### config.mk
export PLATFORM = sky130hd
export DESIGN_NAME = e1_wb_rx
export DESIGN_NICKNAME = d
export VERILOG_FILES = /design/src/rtl/e1_wb_rx_pkg.sv /design/src/rtl/fifo_sync_shift.sv /design/src/rtl/e1_wb_rx.sv
export SDC_FILE = /design/constraint.sdc
export NUM_CORES = 1
export LEC_CHECK = 0
export CORE_MARGIN = 1.5
export CORE_UTILIZATION = 51
export DETAILED_ROUTE_END_ITERATION = 16
export PLACE_DENSITY = 0.73
export SLEW_MARGIN = 25
export SYNTH_ARGS = -nofsm -noshare
export SYNTH_HDL_FRONTEND = slang
export SYNTH_SLANG_ARGS = --single-unit
### constraint.sdc
create_clock -name clk -period 5.3 [get_ports clk]
set_input_delay 1.59 -clock clk [delete_from_list [all_inputs] [get_ports clk]]
set_output_delay 1.59 -clock clk [all_outputs]
set_load 0.01 [all_outputs]
### src/rtl/e1_wb_rx_pkg.sv
// Shared E1 RX bus-side definitions: register bit positions and mode encoding.
// The CSR layout and BD port layout are shared with the TX bus block.
package e1_wb_rx_pkg;

  localparam int unsigned BUS_W = 16;

  // CSR write fields
  localparam int unsigned CSR_ENABLE    = 0;
  localparam int unsigned CSR_MODE_LSB  = 1;
  localparam int unsigned CSR_CLEAR     = 12;

  // CSR read fields
  localparam int unsigned CSR_ALIGNED   = 7;
  localparam int unsigned CSR_BDI_EMPTY = 8;
  localparam int unsigned CSR_BDI_FULL  = 9;
  localparam int unsigned CSR_BDO_EMPTY = 10;
  localparam int unsigned CSR_BDO_FULL  = 11;
  localparam int unsigned CSR_OVERFLOW  = 12;
  localparam int unsigned CSR_ALIGN_ERR = 13;

  // BD port read fields
  localparam int unsigned BD_CRC_LSB    = 13;
  localparam int unsigned BD_VALID      = 15;

  typedef enum logic [1:0] {
    MODE_RAW       = 2'b00,
    MODE_FRAMED    = 2'b01,
    MODE_CRC4      = 2'b10,
    MODE_CRC4_AUTO = 2'b11
  } rx_mode_e;

endpackage

### src/rtl/fifo_sync_shift.sv
// Synchronous shift-register FIFO; head is always at slot 0.
// Ports: clk/rst_n, push_i/data_i write side, pop_i/data_o read side,
//        empty_o/full_o registered status flags.
// Push while full and pop while empty are ignored.
module fifo_sync_shift #(
  parameter int unsigned WIDTH = 8,
  parameter int unsigned DEPTH = 4
) (
  input  logic             clk,
  input  logic             rst_n,
  input  logic             push_i,
  input  logic [WIDTH-1:0] data_i,
  input  logic             pop_i,
  output logic [WIDTH-1:0] data_o,
  output logic             empty_o,
  output logic             full_o
);

  localparam int unsigned CW = $clog2(DEPTH + 1);

  logic [WIDTH-1:0] mem_q [DEPTH];
  logic [WIDTH-1:0] mem_d [DEPTH];
  logic [CW-1:0]    cnt_q, cnt_d, wr_idx;
  logic             empty_q, full_q;
  logic             do_push, do_pop;

  assign do_push = push_i & ~full_q;
  assign do_pop  = pop_i & ~empty_q;

  // Shift down on pop; the write slot follows the post-pop fill level.
  always_comb begin
    mem_d  = mem_q;
    cnt_d  = cnt_q;
    wr_idx = cnt_q;
    if (do_pop) begin
      for (int unsigned i = 0; i < DEPTH - 1; i++) begin
        mem_d[i] = mem_q[i+1];
      end
      mem_d[DEPTH-1] = '0;
      cnt_d  = cnt_q - CW'(1);
      wr_idx = cnt_q - CW'(1);
    end
    if (do_push) begin
      for (int unsigned i = 0; i < DEPTH; i++) begin
        if (wr_idx == CW'(i)) mem_d[i] = data_i;
      end
      cnt_d = cnt_d + CW'(1);
    end
  end

  always_ff @(posedge clk or negedge rst_n) begin
    if (!rst_n) begin
      for (int unsigned i = 0; i < DEPTH; i++) mem_q[i] <= '0;
      cnt_q   <= '0;
      empty_q <= 1'b1;
      full_q  <= 1'b0;
    end else begin
      mem_q   <= mem_d;
      cnt_q   <= cnt_d;
      empty_q <= (cnt_d == '0);
      full_q  <= (cnt_d == CW'(DEPTH));
    end
  end

  assign data_o  = mem_q[0];
  assign empty_o = empty_q;
  assign full_o  = full_q;

endmodule

### src/rtl/e1_wb_rx.sv
// E1 RX bus-side controller: RX CSRs, BD-in/BD-out descriptor FIFOs, core
// control, sticky overflow/align error flags and the auto CRC E-bit report.
// Ports: bus_* decoded bus strobes and data (rdata is 0 when not selected);
//        ctrl_* e1_rx core control; bdrx_* core slot handshake;
//        status_aligned core alignment; rx_crc_e_auto/ack to TX; irq.
module e1_wb_rx
  import e1_wb_rx_pkg::*;
#(
  parameter int unsigned MFW      = 7,
  parameter int unsigned BD_DEPTH = 4
) (
  input  logic             clk,
  input  logic             rst_n,
  input  logic             bus_addr_sel,
  input  logic             bus_addr_lsb,
  input  logic [BUS_W-1:0] bus_wdata,
  output logic [BUS_W-1:0] bus_rdata,
  input  logic             bus_clr,
  input  logic             bus_we,
  output logic             ctrl_rst,
  output logic [1:0]       ctrl_mode,
  output logic [MFW-1:0]   bdrx_mf,
  output logic             bdrx_valid,
  input  logic             bdrx_done,
  input  logic [1:0]       bdrx_crc_e,
  input  logic             bdrx_miss,
  input  logic             status_aligned,
  output logic [1:0]       rx_crc_e_auto,
  input  logic             rx_crc_e_ack,
  output logic             irq
);

  localparam int unsigned BDO_W = MFW + 2;

  logic             csr_we_q, bd_we_q, bd_re_q;
  logic [BUS_W-1:0] wdata_q;
  logic             enable_q, enable_d;
  rx_mode_e         mode_q, mode_d;
  logic             overflow_q, overflow_d;
  logic             align_err_q, align_err_d;
  logic             aligned_q;
  logic             ctrl_rst_q;
  logic [1:0]       crc_auto_q, crc_auto_d;
  logic             csr_clr;

  logic             bdi_push, bdi_empty, bdi_full;
  logic [MFW-1:0]   bdi_dout;
  logic             bdo_push, bdo_pop, bdo_empty, bdo_full;
  logic [BDO_W-1:0] bdo_dout;

  logic [BUS_W-1:0] csr_rdata, bd_rdata;
  logic             unused_wdata;

  assign unused_wdata = ^wdata_q;

  // Slots submitted by software; the core consumes the head on done.
  fifo_sync_shift #(.WIDTH(MFW), .DEPTH(BD_DEPTH)) u_bdi (
    .clk    (clk),
    .rst_n  (rst_n),
    .push_i (bdi_push),
    .data_i (wdata_q[MFW-1:0]),
    .pop_i  (bdrx_done),
    .data_o (bdi_dout),
    .empty_o(bdi_empty),
    .full_o (bdi_full)
  );

  // Filled slots returned to software with their CRC error flags.
  fifo_sync_shift #(.WIDTH(BDO_W), .DEPTH(BD_DEPTH)) u_bdo (
    .clk    (clk),
    .rst_n  (rst_n),
    .push_i (bdo_push),
    .data_i ({bdrx_crc_e, bdi_dout}),
    .pop_i  (bdo_pop),
    .data_o (bdo_dout),
    .empty_o(bdo_empty),
    .full_o (bdo_full)
  );

  assign bdi_push = bd_we_q & ~bdi_full;
  assign bdo_push = bdrx_done & ~bdo_full;
  assign bdo_pop  = bd_re_q & ~bdo_empty;
  assign csr_clr  = csr_we_q & wdata_q[CSR_CLEAR];

  // Next-state for CSRs and sticky flags; sets dominate the clear pulse.
  always_comb begin
    enable_d = enable_q;
    mode_d   = mode_q;
    if (csr_we_q) begin
      enable_d = wdata_q[CSR_ENABLE];
      mode_d   = rx_mode_e'(wdata_q[CSR_MODE_LSB +: 2]);
    end
    overflow_d  = (overflow_q & ~csr_clr) | bdrx_miss | (bdrx_done & bdo_full);
    align_err_d = (align_err_q & ~csr_clr) | (aligned_q & ~status_aligned & enable_q);
    crc_auto_d  = rx_crc_e_ack ? 2'b00 : crc_auto_q;
    if (bdrx_done && (mode_q == MODE_CRC4_AUTO)) begin
      crc_auto_d = crc_auto_d | bdrx_crc_e;
    end
  end

  always_ff @(posedge clk or negedge rst_n) begin
    if (!rst_n) begin
      csr_we_q    <= 1'b0;
      bd_we_q     <= 1'b0;
      bd_re_q     <= 1'b0;
      wdata_q     <= '0;
      enable_q    <= 1'b0;
      mode_q      <= MODE_RAW;
      overflow_q  <= 1'b0;
      align_err_q <= 1'b0;
      aligned_q   <= 1'b0;
      ctrl_rst_q  <= 1'b1;
      crc_auto_q  <= 2'b00;
    end else begin
      csr_we_q    <= bus_we & bus_addr_sel & ~bus_addr_lsb & ~bus_clr;
      bd_we_q     <= bus_we & bus_addr_sel & bus_addr_lsb & ~bus_clr;
      bd_re_q     <= ~bus_we & bus_addr_sel & bus_addr_lsb & ~bus_clr;
      wdata_q     <= bus_wdata;
      enable_q    <= enable_d;
      mode_q      <= mode_d;
      overflow_q  <= overflow_d;
      align_err_q <= align_err_d;
      aligned_q   <= status_aligned;
      ctrl_rst_q  <= ~enable_q;
      crc_auto_q  <= crc_auto_d;
    end
  end

  // Combinational read mux over CSR and BD-out head.
  always_comb begin
    csr_rdata                       = '0;
    csr_rdata[CSR_ENABLE]           = enable_q;
    csr_rdata[CSR_MODE_LSB +: 2]    = mode_q;
    csr_rdata[CSR_ALIGNED]          = status_aligned;
    csr_rdata[CSR_BDI_EMPTY]        = bdi_empty;
    csr_rdata[CSR_BDI_FULL]         = bdi_full;
    csr_rdata[CSR_BDO_EMPTY]        = bdo_empty;
    csr_rdata[CSR_BDO_FULL]         = bdo_full;
    csr_rdata[CSR_OVERFLOW]         = overflow_q;
    csr_rdata[CSR_ALIGN_ERR]        = align_err_q;
    bd_rdata                        = '0;
    bd_rdata[BD_VALID]              = ~bdo_empty;
    bd_rdata[BD_CRC_LSB +: 2]       = bdo_dout[MFW +: 2];
    bd_rdata[MFW-1:0]               = bdo_dout[MFW-1:0];
    bus_rdata                       = '0;
    if (bus_addr_sel) bus_rdata = bus_addr_lsb ? bd_rdata : csr_rdata;
  end

  assign ctrl_rst      = ctrl_rst_q;
  assign ctrl_mode     = mode_q;
  assign bdrx_mf       = bdi_dout;
  assign bdrx_valid    = ~bdi_empty;
  assign rx_crc_e_auto = crc_auto_q;
  assign irq           = ~bdo_empty | overflow_q | align_err_q;

endmodule

# Word level (Yosys, flattened, before mapping)
# Cells that the tools add are included.
[op_classes]
muxes = 20
addsub = 4
eq_ne = 9
n_reduce_logical = 5
n_bitwise = 37
[ops]
columns = ["op", "n"]
rows = [
  ["36-bit two-way mux", 2],
  ["28-bit two-way mux", 2],
  ["9-bit two-way mux", 4],
  ["16-bit two-way mux", 2],
  ["7-bit two-way mux", 4],
  ["1-bit AND", 21],
  ["3-bit by 2-bit equality test with 1-bit output, second input constant", 4],
  ["3-bit zero test", 4],
  ["3-bit two-way mux", 4],
  ["1-bit NOT", 10],
  ["3-bit by 1-bit adder with 3-bit output, second input constant", 2],
  ["3-bit by 1-bit equality test with 1-bit output, second input constant", 2],
  ["3-bit equality test, second input constant", 2],
  ["3-bit by 1-bit subtractor with 3-bit output, second input constant", 2],
  ["1-bit OR", 5],
  ["2-bit two-way mux", 2],
  ["2-bit equality test, second input constant", 1],
  ["2-bit OR", 1],
  ["1-bit logical AND", 1],
]
[totals]
regBits = 99
input_bits = 28

# Longest topological paths before layout
[logic_depth]
depth_word = 7
depth_mapped = 10
mapped_depth_nobuf = 9

# Cells and area by module
# Synthesis repeated with hierarchy kept, for this count alone.
[unflattened]
hier_cells = 383
hier_area_um2 = 4624.4
[by_module_without_submodules]
columns = ["module", "area_per_inst_um2", "n_inst", "cells_per_inst", "seq_area_each_um2"]
rows = [
  ["fifo_sync_shift (u_bdo)", 2108.3, 1, 173, 1027.2],
  ["fifo_sync_shift (u_bdi)", 1707.9, 1, 142, 827.0],
  ["e1_wb_rx", 808.3, 1, 68, 501.7],
]

# Worst setup path after synthesis
# OpenSTA, ideal clock, no wires.
[synth_timing]
path_kind = "input to output"
startpoint = "input bus_addr_lsb"
endpoint = "output bus_rdata[0]"
arrival_ns = 2.190
cell_stages = 3
path_slack_ns = 1.520
cell_sequence = "clkbuf_1 mux2i_1 nor2b_1"
[synth_between]
elab_chain_cells = 2
[synth_rtl]
columns = ["item", "line_no", "rtl"]
rows = [
  ["start, declared", "e1_wb_rx.sv:15", "input logic bus_addr_lsb,"],
  ["16-bit two-way mux (2 in a row)", "e1_wb_rx.sv:146", "if (bus_addr_sel) bus_rdata = bus_addr_lsb ? bd_rdata : csr_rdata;"],
  ["end, declared", "e1_wb_rx.sv:17", "output logic [BUS_W-1:0] bus_rdata,"],
]
# No other way between the ends.

# Worst setup path after layout
[layout_timing]
startpoint = "input bus_addr_sel"
endpoint = "output bus_rdata[11]"
[layout_between]
elab_chain_cells = 1
[layout_rtl]
columns = ["item", "line_no", "rtl"]
rows = [
  ["start, declared", "e1_wb_rx.sv:14", "input logic bus_addr_sel,"],
  ["16-bit two-way mux", "e1_wb_rx.sv:146", ""],
]
# No other way between the ends.

==> flow_summary.toml <==
[timing]
finalSetupViolCount = 0
fin_setup_tns_ps = 0
grt_setup_unrepaired = "no"
maxSlewHeadroom_pct = 52.2
max_freq_mhz = 214
hold_viol_final = 0
slew_viol_final = 0
final.period_utilization_pct = 88.2
worstMarginPinSlew_ps = 715
finalClockSkew_ps = 5.02
final.min_clock_period_ps = 4670

[worst_setup_path]
critPathCaptureType = "primary output"
ff2ff_setup_slack_ps = 2440
cp.required_ps = 3710
worstSetupStartpointType = "input pin"
path_class = "in2out"
crit_fanout = 7
r2r_cells = 8
r2r_end = "u_bdo.mem_q[3]"
r2r_start = "u_bdo.empty_o"
arrival_ps = 3080

[worst_hold_path]
hp-class = "reg2reg"
hold_start = "enable_q"
hold_end = "ctrl_rst"
min_path_cells = 1

[grt]
track_usage_pct = 18.6
grt.overflow.total = 0
antenna_found_initial = 0
grt_max_degree = 50
grt_pass1_vias = 2791
grt_pass1_wl_um = 13900

[synth]
yosys-top-cells-area = "dfrtp_1 (50%), mux2i_1 (21%), o21ai_0 (2.3%), inv_1 (2.2%), buf_4 (2.2%)"
ys_ff_latch = 94
synth_top_family_by_area = "multiplexers"
synth_area_leader_cell = "dfrtp_1"
avgSynthCellArea_um2 = 11.9
synth_nets = 412
synth-xor-area-share_pct = 2.36
synth_warnings = 0
yosysSeqAreaShare_pct = 52.2
synth_fa_ha_area_share_pct = 1.11
synthSimpleGateAreaFrac_pct = 10.2
synth_top_area_share_pct = 50.5
ys_types = 45
netlist_area_mm2 = 0.00451
synthCells = 380
synth_mux_area_share_pct = 21.9
synth_compound_area_share_pct = 5.94

[route]
routedWlPerCell_um = 15.3
via_per_inst = 5.34
finalWirelength_um = 8180
drtPass1Iterations = 4
wl_met3_um = 301
highest_layer = "met4"
wl_met2_um = 3910
drc_errors = 0
drtIter0Drc = 129
vias = 2848
ant_nets = 0
wl_met1_um = 3910

[clock_network]
cts-root-buf = "clkbuf_8"
cts_setup_buffers = 0
postCtsHoldBufs = 0
clock_path_buffers = 2
numClockSinks = 94
htree_num_levels = 3
post_cts_resized = 0
clk_pin_slew_ps = 80
cts_inserted_buffers = 9
insertion_delay_ps = 350
cts_tree = "built"

[final_layout]
drive_gt1_share_pct = 8.94
fillCellCount = 727
nNetsFinal = 452
fin_area_mm2 = 0.00518
multi_input_area_mm2 = 0.00187
register_area_mm2 = 0.00236
antenna_cells = 0
syn2layout_area_growth_pct = 15.0

[pwr]
internal_power_uw = 1400
vdd_ir_drop_max_uv = 328
comb_power_share_pct = 30.8
p_leak_uw = 0.00271
netSwitchingFraction_pct = 32.5
switchingPower_uw = 674
seq_power_share_pct = 47.7
power_density_mw_per_mm2 = 400
power.clock.fraction_pct = 21.5

[placed_design]
io_buffers = 49
globalplace.congestion = 0.829
dp.final_hpwl_um = 5600
place_area_mm2 = 0.00500

[floorplanning]
dieArea_mm2 = 0.00941
num_rows = 34
core_mm2 = 0.00864
fp.dieH_um = 97.0
io_pins = 58
initial_utilization_pct = 52.2
dieWidth_um = 97.0

[outcome]
status = "completed"

[run]
drv_cap = 0
registers in the layout, summed over array words and instances (netlist names), 2 cells and up:
register / flops
ctrl_mode: 2
rx_crc_e_auto: 2
u_bdi.cnt_q: 3
u_bdi.data_o: 7
u_bdi.mem_q: 21
u_bdo.cnt_q: 3
u_bdo.data_o: 9
u_bdo.mem_q: 27
wdata_q: 8
cell type report:
| type | instances | share of cell area, % |
|---|---|---|
| timing repair buffer | 56 | 10.4 |
| sequential | 94 | 45.4 |
| inverter | 27 | 1.95 |
| clock buffer | 11 | 2.53 |
| tap | 108 | 2.61 |
| clock inverter | 5 | 0.965 |
| multi-input combinational | 232 | 36.1 |
kinds of logic after synthesis:
logic type | count (synthesis)
mux | 98
flops | 94
simple gates | 83
buf+inv | 54
compound gates | 40
xor+xnor | 7
fa+ha+maj | 4
stage by stage:
step	hold WS (ps)	utilization [%]	setup slack (ps)	power (µW)	instances
floorplan	392	-	1520	1470	380
global placement	435	57.9	602	1610	517
detailed placement	436	57.9	594	1650	517
CTS	456	60.0	592	2100	533
global route	495	60.0	447	2220	533
finish	451	60.0	626	2080	533
layer usage:
| layer | GRT usage, % | vias to the layer above |
|---|---|---|
| met2 | 29.2 | 49 |
| li1 | - | 1401 |
| met3 | 4.77 | 6 |
| met5 | 0 | - |
| met4 | 3.90 | 0 |
| met1 | 26.3 | 1392 |
Yosys cell counts, drive strengths merged:
| cell | count |
|---|---|
| nor3 | 8 |
| o21ai | 21 |
| and2 | 6 |
| ha | 4 |
| a221o | 1 |
| and2b | 1 |
| clkbuf | 6 |
| buf | 21 |
| xor2 | 1 |
| nand2 | 8 |
| dfrtp | 91 |
| nor3b | 1 |
| and3b | 1 |
| o21a | 1 |
| dfstp | 3 |
| nor2b | 7 |
| o2bb2ai | 1 |
| inv | 27 |
| or4 | 1 |
| a21oi | 8 |
| a31oi | 1 |
| and3 | 9 |
| mux2i | 94 |
| a32o | 2 |
| nand3 | 18 |
| xnor2 | 6 |
| or2b | 1 |
| nand3b | 2 |
| nor2 | 13 |
| nand2b | 3 |
| mux2 | 4 |
| nor4bb | 1 |
| nand4 | 3 |
| o31ai | 1 |
| o211ai | 4 |
how the worst max path moves through the flow:
stage / cells after the start / startpoint / endpoint / slack, ps
floorplan: 3 / bus_addr_lsb / bus_rdata[0] / 1520
detailed placement: 4 / bus_addr_sel / bus_rdata[11] / 590
finish: 4 / bus_addr_sel / bus_rdata[11] / 630
global placement: 4 / bus_addr_sel / bus_rdata[10] / 600
CTS: 4 / bus_addr_sel / bus_rdata[11] / 590
global route: 4 / bus_addr_sel / bus_rdata[7] / 450
power groups by stage:
stage | registers (µW) | clock network, µW | logic, µW
2_1_floorplan | 966 | 0 | 503
3_5_place_dp | 1010 | 0 | 644
3_3_place_gp | 997 | 0 | 618
5_1_grt | 1010 | 496 | 715
6_report | 990 | 445 | 640
4_1_cts | 990 | 463 | 647
worst max-delay path, cell delays in order:
cell,delay (ps)
clkdlybuf4s50_1,470
nor2b_1,320
and2_1,180
clkdlybuf4s50_1,530
placed cells by master, fill, tap and decap left out, types with 3 or more instances in the layout:
master,netlist,layout
nor2b_1,7,7
clkdlybuf4s50_1,0,48
nand4_1,3,3
nor2_1,13,13
a21oi_1,8,8
o21ai_0,21,21
nand3_1,18,18
clkbuf_8,0,9
xnor2_1,4,4
and2_1,6,6
inv_1,27,27
and3_1,8,8
ha_1,4,4
nor3_1,7,7
mux2i_1,94,94
dfrtp_1,91,91
mux2_2,4,4
clkinv_2,0,4
dfstp_2,3,3
nand2_1,8,8
buf_4,13,8
No activity file was read; power rests on OpenSTA's default activity.
